<file path="config.mk">
export PLATFORM = sky130hd
export DESIGN_NAME = fetch_sequencer
export DESIGN_NICKNAME = d
export VERILOG_FILES = /design/src/rtl/fetch_sequencer.sv
export SDC_FILE = /design/constraint.sdc
export NUM_CORES = 1
export LEC_CHECK = 0
export ABC_CLOCK_PERIOD_IN_PS = 3750
export BUFFER_PORTS_ARGS = -buffer_cell sky130_fd_sc_hd__buf_2
export CAP_MARGIN = 5
export CORE_AREA = 2 2 42 44
export CTS_CLUSTER_DIAMETER = 100
export DETAILED_ROUTE_END_ITERATION = 10
export DIE_AREA = 0 0 44 46
export PLACE_DENSITY = 0.82
export SLEW_MARGIN = 20
export SYNTH_ARGS = -nofsm -noshare
export SYNTH_HDL_FRONTEND = slang
export SYNTH_SLANG_ARGS = --single-unit
</file>
<file path="constraint.sdc">
create_clock -name clk -period 3.75 [get_ports clk]
set_clock_uncertainty 0.1 [all_clocks]
set_input_delay 0.5625 -clock clk [delete_from_list [all_inputs] [get_ports clk]]
set_output_delay 0.5625 -clock clk [all_outputs]
set_load 0.01 [all_outputs]
</file>
<file path="src/rtl/fetch_sequencer.sv">
// fetch_sequencer: next-PC selection and fetch/decode/execute hazard control
// for the 8-bit pipelined processor. Boots the PC from memory word 0 over a
// req/ack port, then steers the PC register among sequential, jump, branch
// and (optionally) interrupt/return sources.
//
// Optional feature: define FETCH_SEQ_IRQ_EN to build the interrupt support
// (ISR state, epc, ie, irq_pend, irq/iret/irq_ack). Without it irq and iret
// are ignored and irq_ack is tied low.
module fetch_sequencer #(
  parameter int            AW      = 8,
  parameter logic [AW-1:0] IRQ_VEC = AW'(8'hF0)
) (
  input  logic          clk,
  input  logic          reset,
  input  logic [AW-1:0] pc_in,
  input  logic          stall_in,
  input  logic          br_d,
  input  logic          jump,
  input  logic [AW-1:0] jump_target,
  input  logic          branch_taken,
  input  logic [AW-1:0] branch_target,
  input  logic          iret,
  input  logic          irq,
  input  logic [AW-1:0] mem_rdata,
  input  logic          mem_ack,
  output logic          mem_req,
  output logic [AW-1:0] mem_addr,
  output logic [AW-1:0] pc_next,
  output logic          pc_en,
  output logic          stall_f,
  output logic          flush_d,
  output logic          flush_e,
  output logic          irq_ack
);

`ifdef FETCH_SEQ_IRQ_EN
  typedef enum logic [1:0] {S_BOOT = 2'd0, S_RUN = 2'd1, S_ISR = 2'd2} state_t;
`else
  typedef enum logic {S_BOOT = 1'b0, S_RUN = 1'b1} state_t;
`endif

  state_t        state;
  state_t        state_n;
  logic [AW-1:0] pc_inc;

`ifdef FETCH_SEQ_IRQ_EN
  logic [AW-1:0] epc;
  logic [AW-1:0] epc_n;
  logic          ie;
  logic          ie_n;
  logic          irq_pend;
  logic          pend_n;
  logic          take_irq;
  logic          take_iret;
`else
  // Interrupt inputs have no function in this build.
  logic          unused_irq_inputs;
  assign unused_irq_inputs = &{1'b0, irq, iret, br_d};
  assign irq_ack = 1'b0;
`endif

  // Sequential successor; wraps modulo 2^AW.
  assign pc_inc = pc_in + AW'(1);

  // State register: synchronous reset returns to BOOT with interrupts enabled.
  always_ff @(posedge clk) begin
    if (reset) begin
      state    <= S_BOOT;
`ifdef FETCH_SEQ_IRQ_EN
      epc      <= '0;
      ie       <= 1'b1;
      irq_pend <= 1'b0;
`endif
    end else begin
      state    <= state_n;
`ifdef FETCH_SEQ_IRQ_EN
      epc      <= epc_n;
      ie       <= ie_n;
      irq_pend <= pend_n;
`endif
    end
  end

  // Next-state logic: boot completion, interrupt latching, entry and return.
  always_comb begin
    state_n = state;
    if (state == S_BOOT && mem_ack) state_n = S_RUN;
`ifdef FETCH_SEQ_IRQ_EN
    epc_n  = epc;
    ie_n   = ie;
    pend_n = irq_pend;
    if (irq && ie) pend_n = 1'b1;
    // Entry consumes the pending request and masks further interrupts.
    if (take_irq) begin
      state_n = S_ISR;
      epc_n   = pc_in;
      ie_n    = 1'b0;
      pend_n  = 1'b0;
    end
    if (take_iret) begin
      state_n = S_RUN;
      ie_n    = 1'b1;
    end
`endif
  end

  // Output logic: Mealy next-PC priority mux plus stall/flush controls.
  always_comb begin
    mem_req  = 1'b0;
    mem_addr = '0;
    pc_next  = pc_inc;
    pc_en    = 1'b0;
    stall_f  = 1'b1;
    flush_d  = 1'b0;
    flush_e  = 1'b0;
`ifdef FETCH_SEQ_IRQ_EN
    irq_ack   = 1'b0;
    take_irq  = 1'b0;
    take_iret = 1'b0;
`endif
    if (!reset) begin
      if (state == S_BOOT) begin
        mem_req = 1'b1;
        if (mem_ack) begin
          pc_next = mem_rdata;
          pc_en   = 1'b1;
        end
      end else begin
        pc_en = 1'b1;
        // Redirects outrank the load-use stall; a pending interrupt
        // waits behind any redirect, stall or control op in Decode.
        if (branch_taken) begin
          pc_next = branch_target;
          flush_d = 1'b1;
          flush_e = 1'b1;
        end else if (jump) begin
          pc_next = jump_target;
          flush_d = 1'b1;
`ifdef FETCH_SEQ_IRQ_EN
        end else if (state == S_ISR && iret) begin
          pc_next   = epc;
          flush_d   = 1'b1;
          take_iret = 1'b1;
        end else if (state == S_RUN && irq_pend && !stall_in && !br_d) begin
          pc_next  = IRQ_VEC;
          flush_d  = 1'b1;
          irq_ack  = 1'b1;
          take_irq = 1'b1;
`endif
        end else if (stall_in) begin
          pc_en = 1'b0;
        end
        stall_f = ~pc_en;
      end
    end
  end

endmodule

</file>
# Word-level counts from Yosys, hierarchy flattened

Index checks and enable logic that the tools add are counted.

Multiplexer cells: 24
Add/subtract/negate cells: 1
Bitwise logic cells: 2
Reduce and logical (&&, ||, !) cells: 1

Operators with widths:

| kind                | count |
|---|---|
| $mux 8              | 5 |
| $mux 1              | 19 |
| $add 8x1->8 const B | 1 |
| $not 1->1           | 2 |
| $logic_and 1x1->1   | 1 |

Bits in registers: 1

# Logic depth before layout (Yosys ltp)

Gate-level depths: netlist of run 1.

Depth in word-level cells: 8
Gate-level depth with buffers: 5
Gate-level depth less buffers: 5

# Worst setup path before layout of run 1

No wires, ideal clock.

Kind: input to output
Start: input branch_taken
End: output pc_next[1]
Cell stages on the path: 5
Data arrival time: 1.401 ns
Path slack: 1.686 ns
Required time: 3.087 ns
Cell sequence: buf_2 > nor2_2 > nor2_8 > nor2_2 > a221o_1

Longest elaborated chain between the ends: 3

RTL lines:

| what               | RTL line | RTL |
|---|---|---|
| start: declaration | 20       | `input logic branch_taken,` |
| $mux 8             | 132      | `if (branch_taken) begin` |
| $mux 8             | 122      | `if (state == S_BOOT) begin` |
| $mux 8             | 121      | `if (!reset) begin` |
| end: declaration   | 28       | `output logic [AW-1:0] pc_next,` |

No other way between the ends.

# Worst setup path after layout of run 1

Start: input reset
End: output pc_next[1]

Longest elaborated chain between the ends: 1

RTL lines:

| what               | RTL line | RTL |
|---|---|---|
| start: declaration | 14       | `input logic reset,` |
| $mux 8             | 121      |  |

No other way between the ends.

==> out/results.md, run 1 <==
• **critical-path maximum fanout** 9
• **largest voltage drop on the vdd net** 95.2 uV
• **gp weighted congestion** 0.804
• **Synth Register Bits** 1
• **wire length of the first global-routing pass** 2.50 mm
• **most frequently used cell type in the post-synthesis netlist** sky130_fd_sc_hd__buf_4
• **placed instance area** 732 um2
• **required time of the critical path** 3.09 ns
• **1st-iter DRT viols** 14
• **yosys synthesis warning count** 0
• **top achievable clock speed** 400 MHz
• **total of max-cap violations** 0
• **total of endpoints with negative setup slack in the final report** 0
• **Cell Chain, Critical Path** buf_2, nand2b_1, nor2_8, nor2_2, a221o_1, buf_2
• **number of nets with antenna violations after detailed routing** 0
• **result of the run** complete, no violations
• **Layout fillers** 173
• **width of the chip** 44 um
• **final hold violation count** 0
• **largest cells by area after synthesis** sky130_fd_sc_hd__buf_4 14%, sky130_fd_sc_hd__a221o_1 7.7%, sky130_fd_sc_hd__nor2_1 6.5%
• **time the worst path needs with I/O delays and setup** 2.50 ns
• **routed wire length** 1.61 mm
• **Post-DP HPWL** 1.39 mm
• **Crit Path Class** input pin to output port
• **CTS hold repair buffers** 0
• **number of optimization iterations in the first detailed-route pass** 4
• **number of antenna cells inserted** 0
• **Total Negative Setup Slacks** 0 ns
• **global-route usage over all layers** 0.158
• **post-synth cell types** 30
• **delay contributed by the slowest stage of the critical path** 0.37 ns
• **number of pins exceeding their max-slew limit in the final report** 0
• **PortBufs** 50
• **number of global-route vias before repair** 597
• **cell with the largest stage delay on the worst path** sky130_fd_sc_hd__nand2b_1
• **Reg with most FFs** state
• **Synth Flop Type** sky130_fd_sc_hd__dfxtp_1
• **DR vias** 685
• **via count normalized by instance count** 5.07
• **total number of placement rows** 15
• **DR WL/cell** 11.9 um
• **total die area** 2020 um2
• **Final Total Pwr** 0.000104 W
• **average cell area after synthesis** 7.25 um2
• **post-synthesis sequential area ratio** 0.0384
• **worst hold path class** flop to flop
• **element type at the critical path end** output port
• **Post-Syn Instances** 72
• **Chip Height** 46 um
• **maximum number of pins on one net before global-route repair** 12
• **max FFs per register** 1
• **Static Leak** 0.379 nW
• **clock-pin slew on the worst setup and hold paths** 0 ns
• **area fraction of the dominant cell type after synthesis** 0.144
• **area taken by flip-flops and latches** 20.0 um2
• **share of layout cells above drive strength 1** 0.475
• **number of nets in the layout** 162
• **Async SR Flop Fraction** 0
• **Clock Latency Late Sink** 0 ns
• **multi-input combinational cell area** 437 um2
• **post-cts gate resize count** 0
• **post-synthesis cell area** 522 um2
• **startpoint kind of the worst setup timing path** input pin
• **number of DRC violations after detailed routing** 0
• **number of top-level design ports** 63
• **Final Cell Area** 732 um2
• **initial antenna violation count** 0
• **cell with the most instances on the worst path** sky130_fd_sc_hd__buf_2
• **crit path DAT** 1.84 ns
• **ratio of final minimum period to clock period** 0.667
• **initial core utilization** 0.323
• **unrepaired setup endpoints after global routing** false
• **area inside the core boundary** 1610 um2
• **overflow left after global routing** 0
• **biggest regs** state (1)
• **cell type with the highest aggregate area in the netlist** sky130_fd_sc_hd__buf_4
• **EDFF count, synth** 0
• **area growth from synthesis to layout** 40.3%
• **setup bufs post-CTS** 0
• **ratio of total power to cell area** 142 nW/um2
• **leading cell types by count after synthesis** 10 x sky130_fd_sc_hd__buf_4, 9 x sky130_fd_sc_hd__nor2_1
-- power breakdown --
part	total (W)	switching (W)	internal (W)	leakage, nW
Combinational	0.0000897	0.0000466	0.0000430	0.371
Sequential	0.0000139	0.00000227	0.0000116	0.00839
Clock	0	0	0	0
Total	0.000104	0.0000489	0.0000547	0.379
-- layer usage --
metal  up-vias  track usage  share of wire
li1        341            -              -
met2        36        0.300           0.51
met4         0       0.0242              0
met1       308        0.189           0.39
met5         -            0              0
met3         0       0.0238          0.090
-- cell families after synthesis --
family	after synthesis	synth area share
buffers and inverters	13	0.182
other	1	0.00719
adder cells (fa/ha/maj)	1	0.0240
flip-flops	1	0.0384
XOR/XNOR	6	0.101
AO/OA/AOI/OAI	21	0.314
AND/OR/NAND/NOR	29	0.333
-- final timing paths --
| check | start | endpoint | slack [ns] | cells past startpoint |
|---|---|---|---|---|
| worst max-delay path | reset | pc_next[1] | 1.25 | 6 |
| worst min-delay path | state | state | 0.53 | 2 |
| worst max register to register | state | state | 2.89 | 2 |
| worst min register to register | state | state | 0.53 | 2 |
-- worst max-delay path, delay by kind of cell --
family	cells	cell delay (ns)
buffers and inverters	2	0.29
AO/OA/AOI/OAI	1	0.35
AND/OR/NAND/NOR	3	0.63
-- metrics by stage --
stage | worst slack (ns) | instances | hold slack (ns) | utilization
after floorplan | 1.69 | 80 | 0.502 | -
after global placement | 1.28 | 135 | 0.514 | 0.453
after detailed placement | 1.25 | 135 | 0.529 | 0.453
after CTS | 1.25 | 135 | 0.528 | 0.453
after global routing | 1.18 | 135 | 0.587 | 0.453
final | 1.25 | 135 | 0.534 | 0.453
-- cell type report --
type                       instances  share of cell area
multi-input combinational         66               0.597
timing repair buffer              50               0.342
tap                               17              0.0291
inverter                           1             0.00513
sequential                         1              0.0274
-- cell usage in the layout (no fill, tap or decap), drive strengths merged, types with 3 or more instances in the layout --
cell	instances
xnor2	3
nor2	12
nand2	4
a21oi	3
nand3	4
xor2	3
conb	9
a22oi	4
nor2b	3
a221o	4
buf	50
o21ai	3
Power figures use the tool's default switching activity.
==> run 2, diff against run 1 <==
ABC_CLOCK_PERIOD_IN_PS = 2100   (was 3750)
CORE_AREA = 2 2 46 48   (was 2 2 42 44)
DIE_AREA = 0 0 48 50   (was 0 0 44 46)
PLACE_DENSITY = 0.72   (was 0.82)
clock period = 2.1 ns   (was 3.75 ns; I/O delays follow)
==> run 2 against run 1 <==
  * Cell count grew 9.6%
  * Global-route usage shrank 3.0 points
  * Critical endpoint unchanged
  * Utilization shrank 5.0 points
  * Combinational power grew 88%
  * Design area grew 4.8%
==> out/results.md, run 2 (synthesis gave the netlist of run 1 again) <==
• **placed instance area** 767 um2, was 732 um2
• **routed wire length** 1.60 mm, was 1.61 mm
• **Cell Chain, Critical Path** buf_2, nand2b_1, nor2_8, nor2_2, a221o_1, buf_2, unchanged
• **wire length of the first global-routing pass** 2.41 mm, was 2.50 mm
• **element type at the critical path end** output port, unchanged
• **number of nets in the layout** 165, was 162
• **result of the run** complete, no violations, unchanged
• **time the worst path needs with I/O delays and setup** 1.90 ns
• **DR vias** 688, was 685
• **delay contributed by the slowest stage of the critical path** 0.34 ns, was 0.37 ns
• **commonest cells after routing, fill and taps aside** 50 x sky130_fd_sc_hd__buf_2, 9 x sky130_fd_sc_hd__nor2_1, 9 x sky130_fd_sc_hd__conb_1, unchanged
• **cell with the largest stage delay on the worst path** sky130_fd_sc_hd__nand2b_1, unchanged
• **number of pins exceeding their max-slew limit in the final report** 0, unchanged
• **initial antenna violation count** 0, unchanged
• **number of top-level design ports** 63, unchanged
• **PortBufs** 50, unchanged
• **total number of placement rows** 16, was 15
• **most common cell after layout, fill and taps aside** sky130_fd_sc_hd__buf_2, unchanged
• **setup bufs post-CTS** 0, unchanged
• **max FFs per register** 1, unchanged
• **global-route usage over all layers** 0.129, was 0.158
• **via count normalized by instance count** 4.65, was 5.07
• **width of the chip** 48 um, was 44 um
• **Reg with most FFs** state, unchanged
• **area growth from synthesis to layout** 47.0%, was 40.3%
• **number of antenna cells inserted** 0, unchanged
• **Chip Height** 50 um, was 46 um
• **unrepaired setup endpoints after global routing** false, unchanged
• **cell with the most instances on the worst path** sky130_fd_sc_hd__buf_2, unchanged
• **gp weighted congestion** 0.778, was 0.804
• **Crit Path Class** input pin to output port, unchanged
• **total die area** 2400 um2, was 2020 um2
• **overflow left after global routing** 0, unchanged
• **initial core utilization** 0.274, was 0.323
• **1st-iter DRT viols** 6, was 14
• **total of max-cap violations** 0, unchanged
• **worst hold path class** input pin to flop, was flop to flop
• **share of layout cells above drive strength 1** 0.488, was 0.475
• **number of optimization iterations in the first detailed-route pass** 4, unchanged
• **ratio of final minimum period to clock period** 0.903
• **crit path DAT** 1.48 ns, was 1.84 ns
• **final hold violation count** 0, unchanged
• **Total Negative Setup Slacks** 0 ns, unchanged
• **Final Cell Area** 767 um2, was 732 um2
• **crit-path leading delay family** simple AND/OR/NAND/NOR gates, unchanged
• **buffers and inverters on the worst path** 2, unchanged
• **CTS hold repair buffers** 0, unchanged
• **DR WL/cell** 10.8 um, was 11.9 um
• **Clock Latency Late Sink** 0 ns, about the same
• **startpoint kind of the worst setup timing path** input pin, unchanged
• **Static Leak** 0.395 nW, was 0.379 nW
• **total of endpoints with negative setup slack in the final report** 0, unchanged
• **top achievable clock speed** 527 MHz
• **Post-DP HPWL** 1.40 mm, was 1.39 mm
• **maximum number of pins on one net before global-route repair** 12, unchanged
• **biggest regs** state (1), unchanged
• **area taken by flip-flops and latches** 20.0 um2, unchanged
• **critical-path maximum fanout** 9, unchanged
• **area inside the core boundary** 1900 um2, was 1610 um2
• **number of global-route vias before repair** 577, was 597
• **number of DRC violations after detailed routing** 0, unchanged
• **multi-input combinational cell area** 437 um2, unchanged
• **ratio of total power to cell area** 248 nW/um2, was 142 nW/um2
• **required time of the critical path** 1.68 ns, was 3.09 ns
• **clock-pin slew on the worst setup and hold paths** 0 ns, about the same
• **number of nets with antenna violations after detailed routing** 0, unchanged
• **post-cts gate resize count** 0, unchanged
• **Layout fillers** 214, was 173
• **largest voltage drop on the vdd net** 115 uV, was 95.2 uV
-- run 2: power breakdown --
| part | total, W | switching [W] | internal [W] |
|---|---|---|---|
| combinational | 0.000169 | 0.0000880 | 0.0000808 |
| sequential | 0.0000214 | 0.000000602 | 0.0000208 |
| clock | 0 | 0 | 0 |
-- run 2: worst paths after layout --
path / slack (ns) / startpoint / end / cells after the start
min reg2reg: 0.56 / state / state / 3
max reg2reg: 1.26 / state / state / 3
max: 0.20 / reset / pc_next[1] / 6
min: 0.50 / mem_ack / state / 3
-- run 2: final cells by class --
class	instances	share of cell area
tap	27	0.0440
inverter	1	0.00489
multi-input combinational	66	0.569
sequential	1	0.0261
timing repair buffer	53	0.356
-- run 2: layer usage --
metal	GRT usage	share of wire
met2	0.224	0.50
met3	0.00366	0.076
met4	0	0
met5	0	0
met1	0.181	0.42
-- run 2: through the flow --
stage          total power (W)  hold WS (ns)   util  setup WS, ns  std cells
2_1_floorplan         0.000127         0.287      -         0.485         80
3_3_place_gp          0.000187         0.480  0.403         0.220        148
3_5_place_dp          0.000190         0.508  0.403         0.189        148
4_1_cts               0.000191         0.508  0.403         0.189        148
5_1_grt               0.000208         0.520  0.403         0.104        148
6_report              0.000190         0.505  0.403         0.204        148
-- run 2: tightest hold or removal path: stages --
cell and delay, ns:
sky130_fd_sc_hd__buf_2 0.12, sky130_fd_sc_hd__nor2_1 0.05, sky130_fd_sc_hd__nor2_1 0.07
==> run 3, diff against run 2 <==
ABC_AREA = 1   (was not set)
CELL_PAD_IN_SITES_DETAIL_PLACEMENT = 1   (was not set)
CELL_PAD_IN_SITES_GLOBAL_PLACEMENT = 1   (was not set)
CORE_AREA = 2 2 62 64   (was 2 2 46 48)
DIE_AREA = 0 0 64 66   (was 0 0 48 50)
PLACE_DENSITY = not set   (was 0.72)
PLACE_DENSITY_LB_ADDON = 0.1   (was not set)
==> run 3 against run 2 <==
  * Flip-flop and latch count unchanged
  * First-iteration DRC count rose to 4.0 times the previous value
  * Register-to-register slack got worse by 0.06 ns
  * Routed wire length grew 33%
  * Cell count rose by 44%
  * Maximum frequency rose by 13%
  * Sequential power up 13%
  * Utilization shrank 15 points
  * Synthesized cell count up 61%
  * Critical endpoint is now pc_next[5]
  * Largest cell class unchanged
  * Largest power group unchanged
  * Highest routed layer unchanged
==> out/results.md, run 3 <==
• **result of the run** complete, no violations, unchanged
• **placed instance area** 882 um2, was 767 um2
• **routed wire length** 2.14 mm, was 1.60 mm
• **number of nets in the layout** 209, was 165
• **CTS hold repair buffers** 0, unchanged
• **number of placed instances, taps included** 213, was 148
• **DR WL/cell** 10.0 um, was 10.8 um
• **global-route usage over all layers** 0.102, was 0.129
• **number of global-route vias before repair** 822, was 577
• **commonest cells after routing, fill and taps aside** 50 x sky130_fd_sc_hd__buf_2, 43 x sky130_fd_sc_hd__nand2_1, 18 x sky130_fd_sc_hd__nor2_1, was 50 x sky130_fd_sc_hd__buf_2, 9 x sky130_fd_sc_hd__nor2_1, 9 x sky130_fd_sc_hd__conb_1
• **area growth from synthesis to layout** 42.4%, was 47.0%
• **top achievable clock speed** 596 MHz, was 527 MHz
• **Async SR Flop Fraction** 0, unchanged
• **Static Leak** 0.506 nW, was 0.395 nW
• **Setup WS post-layout** 0.422 ns, was 0.204 ns
• **net switching component of the power** 0.000112 W, was 0.0000886 W
• **initial antenna violation count** 0, unchanged
• **Crit Path Class** input pin to output port, unchanged
• **width of the chip** 64 um, was 48 um
• **overflow left after global routing** 0, unchanged
• **post-synthesis sequential area ratio** 0.0323, was 0.0384
• **Post-Syn Instances** 116, was 72
• **Synth Register Bits** 1, unchanged
• **clock-pin slew on the worst setup and hold paths** 0 ns, about the same
• **required time of the critical path** 1.68 ns, about the same
• **total number of placement rows** 22, was 16
• **Total Negative Setup Slacks** 0 ns, unchanged
• **largest voltage drop on the vdd net** 36.6 uV, was 115 uV
• **Synth Flop Type** sky130_fd_sc_hd__dfxtp_1, unchanged
• **initial core utilization** 0.174, was 0.274
• **critical-path maximum fanout** 8, was 9
• **PortBufs** 50, unchanged
• **biggest regs** state (1), unchanged
• **element type at the critical path end** output port, unchanged
• **total die area** 4220 um2, was 2400 um2
• **R2R depth** 3, unchanged
• **Chip Height** 66 um, was 50 um
• **most common cell after layout, fill and taps aside** sky130_fd_sc_hd__buf_2, unchanged
• **Simple-Gate Fraction of Synth Area** 0.644, was 0.333
• **Setup Slack @ Placement** 0.384 ns, was 0.189 ns
• **Sw Share** 0.527, was 0.466
• **reg2reg end** state, unchanged
• **multiplexer area fraction after synthesis** 0, unchanged
• **terminating pin of the worst hold path** state, unchanged
• **area inside the core boundary** 3550 um2, was 1900 um2
• **startpoint kind of the worst setup timing path** input pin, unchanged
• **number of top-level design ports** 63, unchanged
• **number of antenna cells inserted** 0, unchanged
• **cell-internal power** 0.000101 W, was 0.000102 W
• **number of nets with antenna violations after detailed routing** 0, unchanged
• **largest cells by area after synthesis** sky130_fd_sc_hd__nand2_1 26%, sky130_fd_sc_hd__nand3_1 12%, sky130_fd_sc_hd__buf_4 11%, was sky130_fd_sc_hd__buf_4 14%, sky130_fd_sc_hd__a221o_1 7.7%, sky130_fd_sc_hd__nor2_1 6.5%
• **1st-iter DRT viols** 24, was 6
• **Reg with most FFs** state, unchanged
• **final std cells w/o fill** 213, was 148
• **share of layout cells above drive strength 1** 0.358, was 0.488
• **maximum number of pins on one net before global-route repair** 10, was 12
• **crit path DAT** 1.26 ns, was 1.48 ns
• **ratio of final minimum period to clock period** 0.799, was 0.903
• **GR Util met2** 0.197, was 0.224
• **minimum setup slack among reg-to-reg paths** 1.20 ns, was 1.26 ns
• **Clock Latency Late Sink** 0 ns, about the same
• **Worst R2R Start** state, unchanged
• **yosys synthesis warning count** 0, unchanged
• **ratio of total power to cell area** 241 nW/um2, was 248 nW/um2
• **share of the synthesized netlist area taken by xor and xnor gates** 0.0424, was 0.101
• **EDFF count, synth** 0, unchanged
• **post-synthesis share of cell area spent on full adders, half adders and majority gates** 0.0202, was 0.0240
• **DR vias** 848, was 688
• **time the worst path needs with I/O delays and setup** 1.68 ns, was 1.90 ns
• **global routing met1 resource utilization** 0.129, was 0.181
• **via count normalized by instance count** 3.98, was 4.65
• **worst hold path class** input pin to flop, unchanged
• **compound-cell area share of the yosys netlist** 0.0566, was 0.314
• **power share of the clock group** 0, about the same
• **sequential fraction of design power** 0.113, was 0.112
• **most crowded layer after global routing** met2, unchanged
• **Final Cell Area** 882 um2, was 767 um2
• **total of endpoints with negative setup slack in the final report** 0, unchanged
• **post-synthesis cell area** 619 um2, was 522 um2
• **Final Total Pwr** 0.000212 W, was 0.000190 W
• **post-cts gate resize count** 0, unchanged
• **average cell area after synthesis** 5.34 um2, was 7.25 um2
• **total of max-cap violations** 0, unchanged
• **number of pins exceeding their max-slew limit in the final report** 0, unchanged
• **area fraction of the dominant cell type after synthesis** 0.261, was 0.144
• **startpoint of the tightest hold check path** mem_ack, unchanged
• **gp weighted congestion** 0.746, was 0.778
• **number of cells on the worst hold path** 3, unchanged
• **leading cell types by count after synthesis** 43 x sky130_fd_sc_hd__nand2_1, 18 x sky130_fd_sc_hd__nor2_1, 15 x sky130_fd_sc_hd__nand3_1, was 10 x sky130_fd_sc_hd__buf_4, 9 x sky130_fd_sc_hd__nor2_1
• **number of DRC violations after detailed routing** 0, unchanged
• **cell type with the highest aggregate area in the netlist** sky130_fd_sc_hd__nand2_1, was sky130_fd_sc_hd__buf_4
• **most frequently used cell type in the post-synthesis netlist** sky130_fd_sc_hd__nand2_1, was sky130_fd_sc_hd__buf_4
• **largest family of logic cells by synthesized area** simple AND/OR/NAND/NOR gates, unchanged
• **Post-DP HPWL** 1.97 mm, was 1.40 mm
• **Layout fillers** 502, was 214
• **Combinational Power Share** 0.887, was 0.888
• **Global Route met3 Usage** 0.0102, was 0.00366
• **setup bufs post-CTS** 0, unchanged
• **final hold violation count** 0, unchanged
• **post-synth cell types** 22, was 30
• **max FFs per register** 1, unchanged
• **number of optimization iterations in the first detailed-route pass** 2, was 4
• **wire length of the first global-routing pass** 3.60 mm, was 2.41 mm
• **unrepaired setup endpoints after global routing** false, unchanged
[run 3: changes by cell type in the layout (fill, tap and decap cells not counted), sizes merged, moves of 3 or more]
cell	delta
nand2	+41
nand3	+11
nor2	+9
a221o	-4
nor2b	-3
inv	+7
a22oi	-4
[run 3: layout make-up]
class / instances / area, um2 / share of cell area
sequential: 1 / 20.0 / 0.0227
timing repair buffer: 52 / 265 / 0.301
inverter: 8 / 30.0 / 0.0340
tap: 48 / 60.1 / 0.0681
multi-input combinational: 104 / 507 / 0.574
[run 3: metal layers]
layer  share of wire  up-vias
met5               0        -
met4               0        0
met3           0.071        0
met2            0.51       29
met1            0.42      372
li1                -      447
[run 3: stage by stage]
step	hold slack [ns]	util
3_5_place_dp	0.545	0.248
6_report	0.536	0.248
4_1_cts	0.541	0.248
5_1_grt	0.575	0.248
3_3_place_gp	0.535	0.248
2_1_floorplan	0.339	-
[run 3: power groups by stage]
stage | registers, W | logic [W] | clock network, W
floorplan | 0.0000218 | 0.000122 | 0
detailed placement | 0.0000240 | 0.000193 | 0
global route | 0.0000245 | 0.000215 | 0
CTS | 0.0000242 | 0.000194 | 0
global placement | 0.0000240 | 0.000191 | 0
finish | 0.0000241 | 0.000188 | 0
[run 3: critical path, cell delays in order]
cell and delay, ns:
sky130_fd_sc_hd__buf_2 0.13, sky130_fd_sc_hd__inv_2 0.18, sky130_fd_sc_hd__nand2_4 0.09, sky130_fd_sc_hd__nor2_4 0.18, sky130_fd_sc_hd__nor2_4 0.09, sky130_fd_sc_hd__nand3_1 0.08, sky130_fd_sc_hd__nand2_1 0.06, sky130_fd_sc_hd__buf_2 0.14
[run 3: kinds of logic after synthesis]
kind of cell	Yosys count
buffers and inverters	19
xor gates and xnor gates	3
and+or+nand+nor	85
DFF	1
AOI/OAI and AO/OA	6
other	1
adders and majority gates	1
[run 3: how the worst max path moves through the flow]
stage                       startpoint         end  slack (ns)  depth (start not counted)
final                            reset  pc_next[5]        0.42                          8
after global routing             reset  pc_next[6]        0.29                          9
after CTS                        reset  pc_next[3]        0.38                          8
after detailed placement         reset  pc_next[3]        0.38                          8
after global placement           reset  pc_next[0]        0.39                          8
after floorplan           branch_taken       pc_en        0.62                          5
